`src/rtl/if_id_fetch_buffer_if.sv`:
```
// if_id_fetch_buffer_if: fetch-to-decode handshake bundle.
// Carries the fetch push port (IMEM_*) and the ID head port (ID_*),
// plus the hazard/flush controls and the occupancy count.
// slave  : buffer side (consumes IMEM_*, FLUSH, ID_STALL; drives ID_*)
// master : pipeline side (drives IMEM_*, FLUSH, ID_STALL; sees ID_*)
interface if_id_fetch_buffer_if #(
    parameter int DEPTH = 2
);
    localparam int CW = $clog2(DEPTH) + 1;

    logic          IMEM_VALID;
    logic [31:0]   IMEM_PC;
    logic [31:0]   IMEM_INSTR;
    logic          IMEM_READY;
    logic          ID_STALL;
    logic          FLUSH;
    logic          ID_VALID;
    logic [31:0]   ID_PC;
    logic [31:0]   ID_INSTRUCTION;
    logic [CW-1:0] COUNT;

    modport slave (
        input  IMEM_VALID, IMEM_PC, IMEM_INSTR,
        input  ID_STALL, FLUSH,
        output IMEM_READY, ID_VALID, ID_PC,
        output ID_INSTRUCTION, COUNT
    );

    modport master (
        output IMEM_VALID, IMEM_PC, IMEM_INSTR,
        output ID_STALL, FLUSH,
        input  IMEM_READY, ID_VALID, ID_PC,
        input  ID_INSTRUCTION, COUNT
    );
endinterface

```
`src/rtl/if_id_fetch_buffer.sv`:
```
// if_id_fetch_buffer: FIFO of {PC, instr} between fetch and ID.
// Ports: CLK, RESET (async, active-high), bus (slave modport) with
// IMEM_VALID/PC/INSTR/READY push side, ID_VALID/PC/INSTRUCTION head,
// ID_STALL, FLUSH and COUNT. Empty buffer presents NOP_INSTR, PC 0.
module if_id_fetch_buffer #(
    parameter int          DEPTH     = 2,
    parameter logic [31:0] NOP_INSTR = 32'h00000013
) (
    input  logic                        CLK,
    input  logic                        RESET,
    if_id_fetch_buffer_if.slave         bus
);
    localparam int AW = $clog2(DEPTH);
    localparam int CW = AW + 1;

    logic [31:0]   r_pc    [DEPTH];
    logic [31:0]   r_instr [DEPTH];
    logic [AW-1:0] r_wptr;
    logic [AW-1:0] r_rptr;
    logic [CW-1:0] r_count;

    logic w_ready;
    logic w_valid;
    logic w_push;
    logic w_pop;

    // Ready depends only on occupancy: no pass-through when full.
    assign w_ready = (r_count != CW'(DEPTH));
    assign w_valid = (r_count != '0);
    assign w_push  = bus.IMEM_VALID & w_ready & ~bus.FLUSH;
    assign w_pop   = w_valid & ~bus.ID_STALL & ~bus.FLUSH;

    always_ff @(posedge CLK or posedge RESET) begin
        if (RESET) begin
            r_wptr  <= '0;
            r_rptr  <= '0;
            r_count <= '0;
        end else if (bus.FLUSH) begin
            r_wptr  <= '0;
            r_rptr  <= '0;
            r_count <= '0;
        end else begin
            if (w_push)
                r_wptr <= r_wptr + 1'b1;
            if (w_pop)
                r_rptr <= r_rptr + 1'b1;
            case ({w_push, w_pop})
                2'b10:   r_count <= r_count + 1'b1;
                2'b01:   r_count <= r_count - 1'b1;
                default: r_count <= r_count;
            endcase
        end
    end

    // Storage needs no reset; validity is tracked by r_count.
    always_ff @(posedge CLK) begin
        if (w_push) begin
            r_pc[r_wptr]    <= bus.IMEM_PC;
            r_instr[r_wptr] <= bus.IMEM_INSTR;
        end
    end

    assign bus.IMEM_READY     = w_ready;
    assign bus.ID_VALID       = w_valid;
    assign bus.ID_PC          = w_valid ? r_pc[r_rptr] : 32'h0;
    assign bus.ID_INSTRUCTION = w_valid ? r_instr[r_rptr] : NOP_INSTR;
    assign bus.COUNT          = r_count;
endmodule

```
`src/flat_wrapper.sv`:
```
// flat-port wrapper written by rule: the top's interface ports become plain ports
module if_id_fetch_buffer_flat 
#(
    parameter int          DEPTH     = 2,
    parameter logic [31:0] NOP_INSTR = 32'h00000013
)
  (CLK, RESET, bus_IMEM_VALID, bus_IMEM_PC, bus_IMEM_INSTR, bus_ID_STALL, bus_FLUSH, bus_IMEM_READY, bus_ID_VALID, bus_ID_PC, bus_ID_INSTRUCTION, bus_COUNT);
  if_id_fetch_buffer_if #(.DEPTH(DEPTH)) bus_i ();
  input  logic CLK;
  input  logic RESET;
  input wire logic [$bits(bus_i.IMEM_VALID)-1:0] bus_IMEM_VALID;
  input wire logic [$bits(bus_i.IMEM_PC)-1:0] bus_IMEM_PC;
  input wire logic [$bits(bus_i.IMEM_INSTR)-1:0] bus_IMEM_INSTR;
  input wire logic [$bits(bus_i.ID_STALL)-1:0] bus_ID_STALL;
  input wire logic [$bits(bus_i.FLUSH)-1:0] bus_FLUSH;
  output wire logic [$bits(bus_i.IMEM_READY)-1:0] bus_IMEM_READY;
  output wire logic [$bits(bus_i.ID_VALID)-1:0] bus_ID_VALID;
  output wire logic [$bits(bus_i.ID_PC)-1:0] bus_ID_PC;
  output wire logic [$bits(bus_i.ID_INSTRUCTION)-1:0] bus_ID_INSTRUCTION;
  output wire logic [$bits(bus_i.COUNT)-1:0] bus_COUNT;
  assign bus_i.IMEM_VALID = bus_IMEM_VALID;
  assign bus_i.IMEM_PC = bus_IMEM_PC;
  assign bus_i.IMEM_INSTR = bus_IMEM_INSTR;
  assign bus_i.ID_STALL = bus_ID_STALL;
  assign bus_i.FLUSH = bus_FLUSH;
  assign bus_IMEM_READY = bus_i.IMEM_READY;
  assign bus_ID_VALID = bus_i.ID_VALID;
  assign bus_ID_PC = bus_i.ID_PC;
  assign bus_ID_INSTRUCTION = bus_i.ID_INSTRUCTION;
  assign bus_COUNT = bus_i.COUNT;
  if_id_fetch_buffer #(.DEPTH(DEPTH), .NOP_INSTR(NOP_INSTR)) u_core (.CLK(CLK), .RESET(RESET), .bus(bus_i));
endmodule
```
`config.mk`:
```
export PLATFORM = sky130hd
export DESIGN_NAME = if_id_fetch_buffer_flat
export DESIGN_NICKNAME = d
export VERILOG_FILES = /design/src/rtl/if_id_fetch_buffer_if.sv /design/src/rtl/if_id_fetch_buffer.sv /design/src/flat_wrapper.sv
export SDC_FILE = /design/constraint.sdc
export NUM_CORES = 1
export LEC_CHECK = 0
export ABC_AREA = 1
export CAP_MARGIN = 5
export CORE_MARGIN = 2
export CORE_UTILIZATION = 48
export CTS_CLUSTER_SIZE = 16
export DETAILED_ROUTE_END_ITERATION = 8
export PLACE_DENSITY = 0.8
export SETUP_SLACK_MARGIN = 0.2
export SLEW_MARGIN = 30
export SYNTH_ARGS = -nofsm -noshare
export SYNTH_HDL_FRONTEND = slang
export SYNTH_SLANG_ARGS = --single-unit
export TNS_END_PERCENT = 30
```
`constraint.sdc`:
```
create_clock -name CLK -period 4.6 [get_ports CLK]
set_input_delay 0.92 -clock CLK [delete_from_list [all_inputs] [get_ports CLK]]
set_output_delay 0.92 -clock CLK [all_outputs]
set_load 0.02 [all_outputs]
```
## Word-level counts from Yosys, hierarchy flattened

Memories as Yosys holds them, arrays and structs flattened.
Index checks and enable logic that the tools add are counted.

- Bits in registers: 4
- Memory bits (writable): 128
- Input port bits: 69
- Output and inout bits: 68
- Word-level logic and storage cells: 32
- Memories kept: 2

- Add/sub/neg operators: 4
- Equality and inequality tests: 3
- Muxes and demuxes: 10
- Bitwise operators: 6
- Reduce and logical (&&, ||, !) cells: 4

Memories:

| memory | words | width | rd ports | clocked after Yosys merged registers in | wr ports | RTL line | RTL |
|---|---|---|---|---|---|---|---|
| u_core.r_instr | 2 | 32 | 1 | 0 | 1 | if_id_fetch_buffer.sv:17 | `logic [31:0] r_instr [DEPTH];` |
| u_core.r_pc | 2 | 32 | 1 | 0 | 1 | if_id_fetch_buffer.sv:16 | `logic [31:0] r_pc [DEPTH];` |

Operator list:

| cell | number |
|---|---|
| $mux W32 | 2 |
| $mux W1 | 6 |
| $reduce_bool A2 Y1 | 3 |
| $and A1 B1 Y1 | 4 |
| $pmux W2 S2 | 1 |
| $reduce_bool A3 Y1 | 1 |
| $add A1 B1 Y1 const B | 2 |
| $add A2 B1 Y2 const B | 1 |
| $eq A2 B1 Y1 const B | 1 |
| $eq A2 B2 Y1 const B | 1 |
| $mux W2 | 1 |
| $ne A2 B2 Y1 const B | 1 |
| $not A1 Y1 | 2 |
| $sub A2 B1 Y2 const B | 1 |

## Depth between registers and ports, before layout

- Word-level depth: 6
- Gate-level depth with buffers: 8
- Gate-level depth less buffers: 8

## Worst setup path before layout

Ideal clock, no wire load.

- Path kind: input to register
- Start point: in bus_FLUSH
- End point: mem u_core.r_instr[0][0] (enable)
- Arrival time: 3.864 ns
- Slack: 0.249 ns
- Stages: 3
- Buffers on the path: 0
- Cells stage by stage: inv_1 > nand3_1 > nor2_1

- Word-level cells in the longest chain between the ends: 4

RTL lines:

| element | RTL line | RTL |
|---|---|---|
| start: declaration | flat_wrapper.sv:15 | `input wire logic [$bits(bus_i.FLUSH)-1:0] bus_FLUSH;` |
| $not A1 Y1 | if_id_fetch_buffer.sv:30 | `assign w_push = bus.IMEM_VALID & w_ready & ~bus.FLUSH;` |
| $and A1 B1 Y1 | if_id_fetch_buffer.sv:30 |  |
| $mux W1 | if_id_fetch_buffer.sv:57 | `if (w_push) begin` |
| $mux W1 (implied by the code) | if_id_fetch_buffer.sv:59 | `r_instr[r_wptr] <= bus.IMEM_INSTR;` |
| end: declaration | if_id_fetch_buffer.sv:17 |  |

No other way between the ends.

## Worst setup path after layout

- Start point: reg u_core.r_count[1] (netlist: u_core.bus.COUNT[1])
- End point: out bus_ID_PC[25]

- Word-level cells in the longest chain between the ends: 2

RTL lines:

| element | RTL line | RTL |
|---|---|---|
| start: declaration | if_id_fetch_buffer.sv:20 | `logic [CW-1:0] r_count;` |
| start signal: assignment | if_id_fetch_buffer.sv:48 | `2'b10: r_count <= r_count + 1'b1;` |
| start signal: assignment | if_id_fetch_buffer.sv:49 | `2'b01: r_count <= r_count - 1'b1;` |
| start signal: assignment | if_id_fetch_buffer.sv:50 | `default: r_count <= r_count;` |
| $reduce_bool A2 Y1 | if_id_fetch_buffer.sv:29 | `assign w_valid = (r_count != '0);` |
| $mux W32 | if_id_fetch_buffer.sv:65 | `assign bus.ID_PC = w_valid ? r_pc[r_rptr] : 32'h0;` |
| end: declaration | flat_wrapper.sv:18 | `output wire logic [$bits(bus_i.ID_PC)-1:0] bus_ID_PC;` |

No other way between the ends.

==> out/results.tsv <==
metric	value	unit
status	completed	
route.detailed.drc	0	
grt_pass1_wl	16900	um
start_util	49.0	%
skew	7.37	ps
fin_cells	666	
post_cts_buffers	0	
post-route-min-period	3550	ps
required	3680	ps
synth_area	5010	um2
avgSynthCellArea	13.3	um2
area_growth	42.2	%
rr_startpoint	u_core.bus.COUNT[0]	
p_leak	2.53	nW
ctsHoldBuffers	0	
h-tree-depth	4	
cts_root_buffer	clkbuf_8	
timing_hold_violations_final	0	
worst_pin_slew	700	ps
drive_gt1_share	9.25	%
setup_viol	0	
mostFrequentLayoutCell	clkdlybuf4s50_1	
worstSetupEndpointType	primary output	
r2r_slack	2440	ps
die_x	106	um
gr-total-overflow	0	
reg2reg_depth	5	
wl_per_cell	16.0	um
drt.antenna.violating_nets	0	
cts_tree	yes	
worstPathArrival	2630	ps
gp_congestion	0.786	
powerDensity	619	nW/um2
ctsResizeCount	0	
synth_seq_cells	132	
cp_max_fo	43	
clk_pin_slew	60	ps
dr.pass1.iters	4	
multi_input_area	958	um2
antenna_found_initial	0	
hold_slack	619	ps
yosysSeqAreaShare	78.7	%
r2r_end	u_core.r_pc[0][17]	
period_share	77.1	%
final_cell_mix	136 x clkdlybuf4s50_1, 135 x nand2_1, 128 x edfxtp_1	
max_freq	282	MHz
core_region_area	10200	um2
synth_fp_nets	446	
cts_made_buffers	17	
grt_pass1_vias	3418	
worstSetupPathType	reg2out	
drtIter0Drc	268	
via_per_inst	5.01	
nFillCells	695	
max_cap_viol_count	0	
clk_latency	500	ps
num_antenna_cells	0	
clock_path_buffers	2	
portBuffers	136	
vdd_ir_drop_max	0.357	mV
grt_max_degree	67	
dieArea	11300	um2
startpoint_type	flip-flop	
num_io_pins	137	
synthDistinctLibCells	17	
grt.total_usage	19.5	%
dpl.cell_count	634	
synth_cells	377	
rsz0062_at_grt	false	
maxSlewHeadroom	53.3	%
dp_hpwl	6480	um
die_h	106	um
hold_path_class	in2async	
drv_slew	0	
nets	586	
seq_area	3950	um2
rows	37	
cts.sinks	132	
totalWireLength	10700	um
vias	3337	
yosysWarnings	0	
tns	0	ps
[final cells by class]
class / count / area share [%]
sequential: 132 / 55.4
tap: 136 / 2.39
inverter: 8 / 0.457
clock buffer: 17 / 5.81
timing repair buffer: 141 / 19.8
multi-input combinational: 217 / 13.5
clock inverter: 15 / 2.72
[critical path: stages (launching register included)]
cell and delay, ps:
dfrtp_1 460, nor2_4 440, buf_4 500, a21oi_1 120
clkdlybuf4s50_1 560
[state kept, by name (all words and copies together) (netlist names)]
signal	flops
u_core.r_wptr	1
u_core.r_rptr	1
u_core.r_instr	64
u_core.r_pc	64
u_core.bus.COUNT	2
[synth_stat cells]
master | n | area share [%]
nor2_4 | 2 | 0.45
clkbuf_1 | 4 | 0.30
inv_2 | 1 | 0.075
nand3_1 | 7 | 0.70
xnor2_1 | 1 | 0.17
edfxtp_1 | 128 | 77
nand2_1 | 135 | 10
inv_1 | 7 | 0.52
o21ai_0 | 1 | 0.10
nor2_1 | 2 | 0.15
a21oi_2 | 1 | 0.17
o21bai_1 | 1 | 0.15
nand2_2 | 4 | 0.50
dfrtp_1 | 4 | 2.0
nand4_1 | 1 | 0.12
buf_2 | 16 | 1.6
a21oi_1 | 62 | 6.2
[routing by layer]
metal  global-route usage, %  share of wire (%)  vias up
met3                    5.15                6.4        6
met2                    33.1                 53      120
met5                       0                  0        -
met4                    6.58               0.62        0
met1                    24.4                 40     1598
li1                        -                  -     1613
[power by group]
group | total [mW] | internal [mW] | switching, mW
clock network | 1.36 | 0.842 | 0.518
logic | 1.58 | 0.649 | 0.931
registers | 1.47 | 1.43 | 0.0402
[worst max-delay path by stage]
stage | startpoint | endpoint
after detailed placement | u_core.bus.COUNT[1] | bus_ID_INSTRUCTION[11]
after global placement | u_core.r_rptr | bus_ID_PC[11]
after CTS | u_core.bus.COUNT[1] | bus_ID_INSTRUCTION[11]
after global routing | u_core.bus.COUNT[1] | bus_ID_PC[25]
after floorplan | bus_FLUSH | u_core.r_instr[0][0]
final | u_core.bus.COUNT[1] | bus_ID_PC[25]
[metrics by stage]
stage	util (%)	instance area [um2]	total power [mW]	setup WS (ps)
after detailed placement	63.7	6520	3.09	1530
after global placement	63.7	6520	3.06	1510
after global routing	69.6	7130	4.62	869
final	69.6	7130	4.41	1050
after CTS	69.6	7130	4.46	986
after floorplan	-	5010	2.35	249
[kinds of logic after synthesis]
| kind of cell | share of synthesized area [%] |
|---|---|
| DFF | 78.7 |
| buffers and inverters | 2.50 |
| xor gates and xnor gates | 0.175 |
| AOI/OAI and AO/OA | 6.62 |
| and+or+nand+nor | 12.0 |
Note: power is estimated with default switching activity, not from simulation.
==> RTL change (same flow settings) <==
`DEPTH` is set to 2 in 3 places; all go to 4.
--- a/src/rtl/if_id_fetch_buffer_if.sv
+++ b/src/rtl/if_id_fetch_buffer_if.sv
@@ -5,5 +5,5 @@
 // master : pipeline side (drives IMEM_*, FLUSH, ID_STALL; sees ID_*)
 interface if_id_fetch_buffer_if #(
-    parameter int DEPTH = 2
+    parameter int DEPTH = 4
 );
     localparam int CW = $clog2(DEPTH) + 1;
--- a/src/rtl/if_id_fetch_buffer.sv
+++ b/src/rtl/if_id_fetch_buffer.sv
@@ -4,5 +4,5 @@
 // ID_STALL, FLUSH and COUNT. Empty buffer presents NOP_INSTR, PC 0.
 module if_id_fetch_buffer #(
-    parameter int          DEPTH     = 2,
+    parameter int          DEPTH     = 4,
     parameter logic [31:0] NOP_INSTR = 32'h00000013
 ) (
--- a/src/flat_wrapper.sv
+++ b/src/flat_wrapper.sv
@@ -2,5 +2,5 @@
 module if_id_fetch_buffer_flat 
 #(
-    parameter int          DEPTH     = 2,
+    parameter int          DEPTH     = 4,
     parameter logic [31:0] NOP_INSTR = 32'h00000013
 )
Interface: changed (resized bus_COUNT); port bits go from 137 to 138. No check against the original RTL was run, so the function may have changed too.
==> RTL change against the original RTL <==
- count of clock-buffer cells in the layout up 16
- wire length is 110% higher
- sequential cell count up 131
- design area up 83%
- non-clock buffer count rose by 12
- power is 79% higher
- synthesized cell count is 120% higher
- worst setup slack worse by 0.46 ns
- area after synthesis is 110% higher
==> RTL change: results (changes against the original RTL) <==
[cts]
cts_max_level = 1  ; -3
clockBufferDepth = 3  ; +1
cts.repair.resized = 0  ; unchanged
clkLatencyLatePin_ns = 0.52  ; +0.02 ns
clkTransAtPathRegs_ns = 0.06  ; about the same
cts_made_buffers = 26  ; +9
root_buffer = clkbuf_16
post_cts_buffers = 0  ; unchanged

[critical_path]
cp-endpoint = bus_ID_PC[18]
reg2reg_depth = 7  ; +2
cp_slowest_cell = dfrtp_4
startpoint = u_core.r_rptr[0]
cpPeakStageDelay_ns = 0.67  ; +0.11 ns
r2r_setup_slack_ns = 2.09  ; -0.35 ns
cp.arrival_ns = 3.08  ; +0.45 ns
r2r_start = u_core.bus.COUNT[0]
reg2reg_to = u_core.r_instr[0][24]
worst-path-max-fanout = 65  ; +51%

[layout]
diodes = 0  ; unchanged
nNetsFinal = 1024  ; +75%
fillers = 1578  ; +130%
layout-drive-gt1-share_pct = 7.629  ; -1.6 points

[placement]
postPlaceCellArea_um2 = 12020  ; +84%
portBuffers = 137  ; +0.74%
gp_congestion = 0.7546  ; -4.0%
hpwlAfterDp_mm = 12.97  ; +100%

[power_and_ir_drop]
p_leak_nw = 4.443  ; +76%
vdd.ir_drop.worst_uv = 472.0  ; +32%

[synth]
ys_types = 23  ; +6
synth_area_leader_cell = edfxtp_1
synthTopCellsByCount = 261 x nor2_1, 256 x edfxtp_1, 124 x o21ai_0
ys.flop_type = edfxtp_1
synthTopCellsByArea = edfxtp_1 74%, nor2_1 9.5%, o21ai_0 6.0%
syn_nets = 891  ; +100%
ys_seq_area_share_pct = 75.95  ; -2.7 points
synth_edf_count = 256  ; +100%
ys_async_sr_fraction_pct = 2.662  ; -0.37 points
yosys_warnings = 0  ; unchanged

[hold_path]
hold_class = flip-flop to flip-flop

[global_route]
grt_start_max_net_pins = 66  ; -1.5%
grt_usage_pct = 19.56  ; +0.039 points
grt_util_met3_pct = 3.795  ; -1.4 points
grt_pass1_vias = 6745  ; +97%
grt_pass1_wl_mm = 34.39  ; +100%
antenna_found_initial = 0  ; unchanged
grt_util_met2_pct = 34.36  ; +1.3 points
use_met1_pct = 23.97  ; -0.43 points

[timing]
clock_skew_ns = 0.007756  ; +0.0003863 ns
slew_headroom_pct = 44.02  ; -9.3 points

[detailed_routing]
dr.pass1.iters = 5  ; +1
routedWlPerCell_um = 18.01  ; +12%
first_iter_violations = 358  ; +34%
dr_total_vias = 6705  ; +100%

[run_status]
status = completed

RTL change: stage by stage:
step / hold slack, ns / setup WS [ns] / utilization (%) / cells / power [W]
6_report: 0.5875 / 0.5966 / 61.74 / 1245 / 0.007911
3_5_place_dp: 0.5785 / 1.118 / 57.00 / 1197 / 0.005547
5_1_grt: 0.6211 / 0.2686 / 61.74 / 1245 / 0.008266
4_1_cts: 0.5900 / 0.5353 / 61.74 / 1245 / 0.007978
3_3_place_gp: 0.5760 / 1.130 / 57.00 / 1197 / 0.005504
2_1_floorplan: 0.5796 / 0.1887 / - / 817 / 0.004392
RTL change: critical path, delay by kind of cell (launching register included):
kind                   cells  cell delay (ns)
buffers and inverters      2             1.29
AO/OA/AOI/OAI              2             0.36
flip-flops                 1             0.67
AND/OR/NAND/NOR            2             0.20
RTL change: layout make-up:
cell class / instances / area (um2) / share of cell area (%)
Clock buffer: 33 / 728.2 / 5.593
Clock inverter: 15 / 271.5 / 2.085
Inverter: 17 / 65.06 / 0.4997
Multi-Input combinational cell: 489 / 2202 / 16.91
Sequential cell: 263 / 7868 / 60.43
Tap cell: 275 / 344.1 / 2.643
Timing Repair Buffer: 153 / 1541 / 11.84
RTL change: worst min path at each step:
stage	from	endpoint	depth (start not counted)
floorplan	u_core.r_wptr[1]	u_core.r_wptr[1]	2
global placement	u_core.bus.COUNT[0]	u_core.bus.COUNT[0]	1
detailed placement	u_core.bus.COUNT[0]	u_core.bus.COUNT[0]	1
CTS	u_core.bus.COUNT[0]	u_core.bus.COUNT[0]	1
global route	u_core.bus.COUNT[0]	u_core.bus.COUNT[0]	1
finish	u_core.bus.COUNT[0]	u_core.bus.COUNT[0]	1
RTL change: per-layer routing:
layer / share of wire (%) / wire length (um) / vias up
met5: 0 / 0 / -
met2: 50 / 11170 / 235
met1: 40 / 9009 / 3265
li1: - / - / 3159
met3: 7.2 / 1612 / 46
met4: 2.8 / 624 / 0
RTL change: kinds of logic after synthesis:
group                    after synthesis  share of synthesized area, %
AND/OR/NAND/NOR                      286                         10.51
flip-flops                           263                         75.95
AO/OA/AOI/OAI                        197                         9.705
buffers and inverters                 65                         3.070
adder cells (fa/ha/maj)                5                        0.6768
XOR/XNOR                               1                       0.08462
RTL change: power breakdown:
group	switching [W]	internal, W
combinational	0.00160	0.00103
sequential	0.0000813	0.00279
clock	0.000850	0.00156
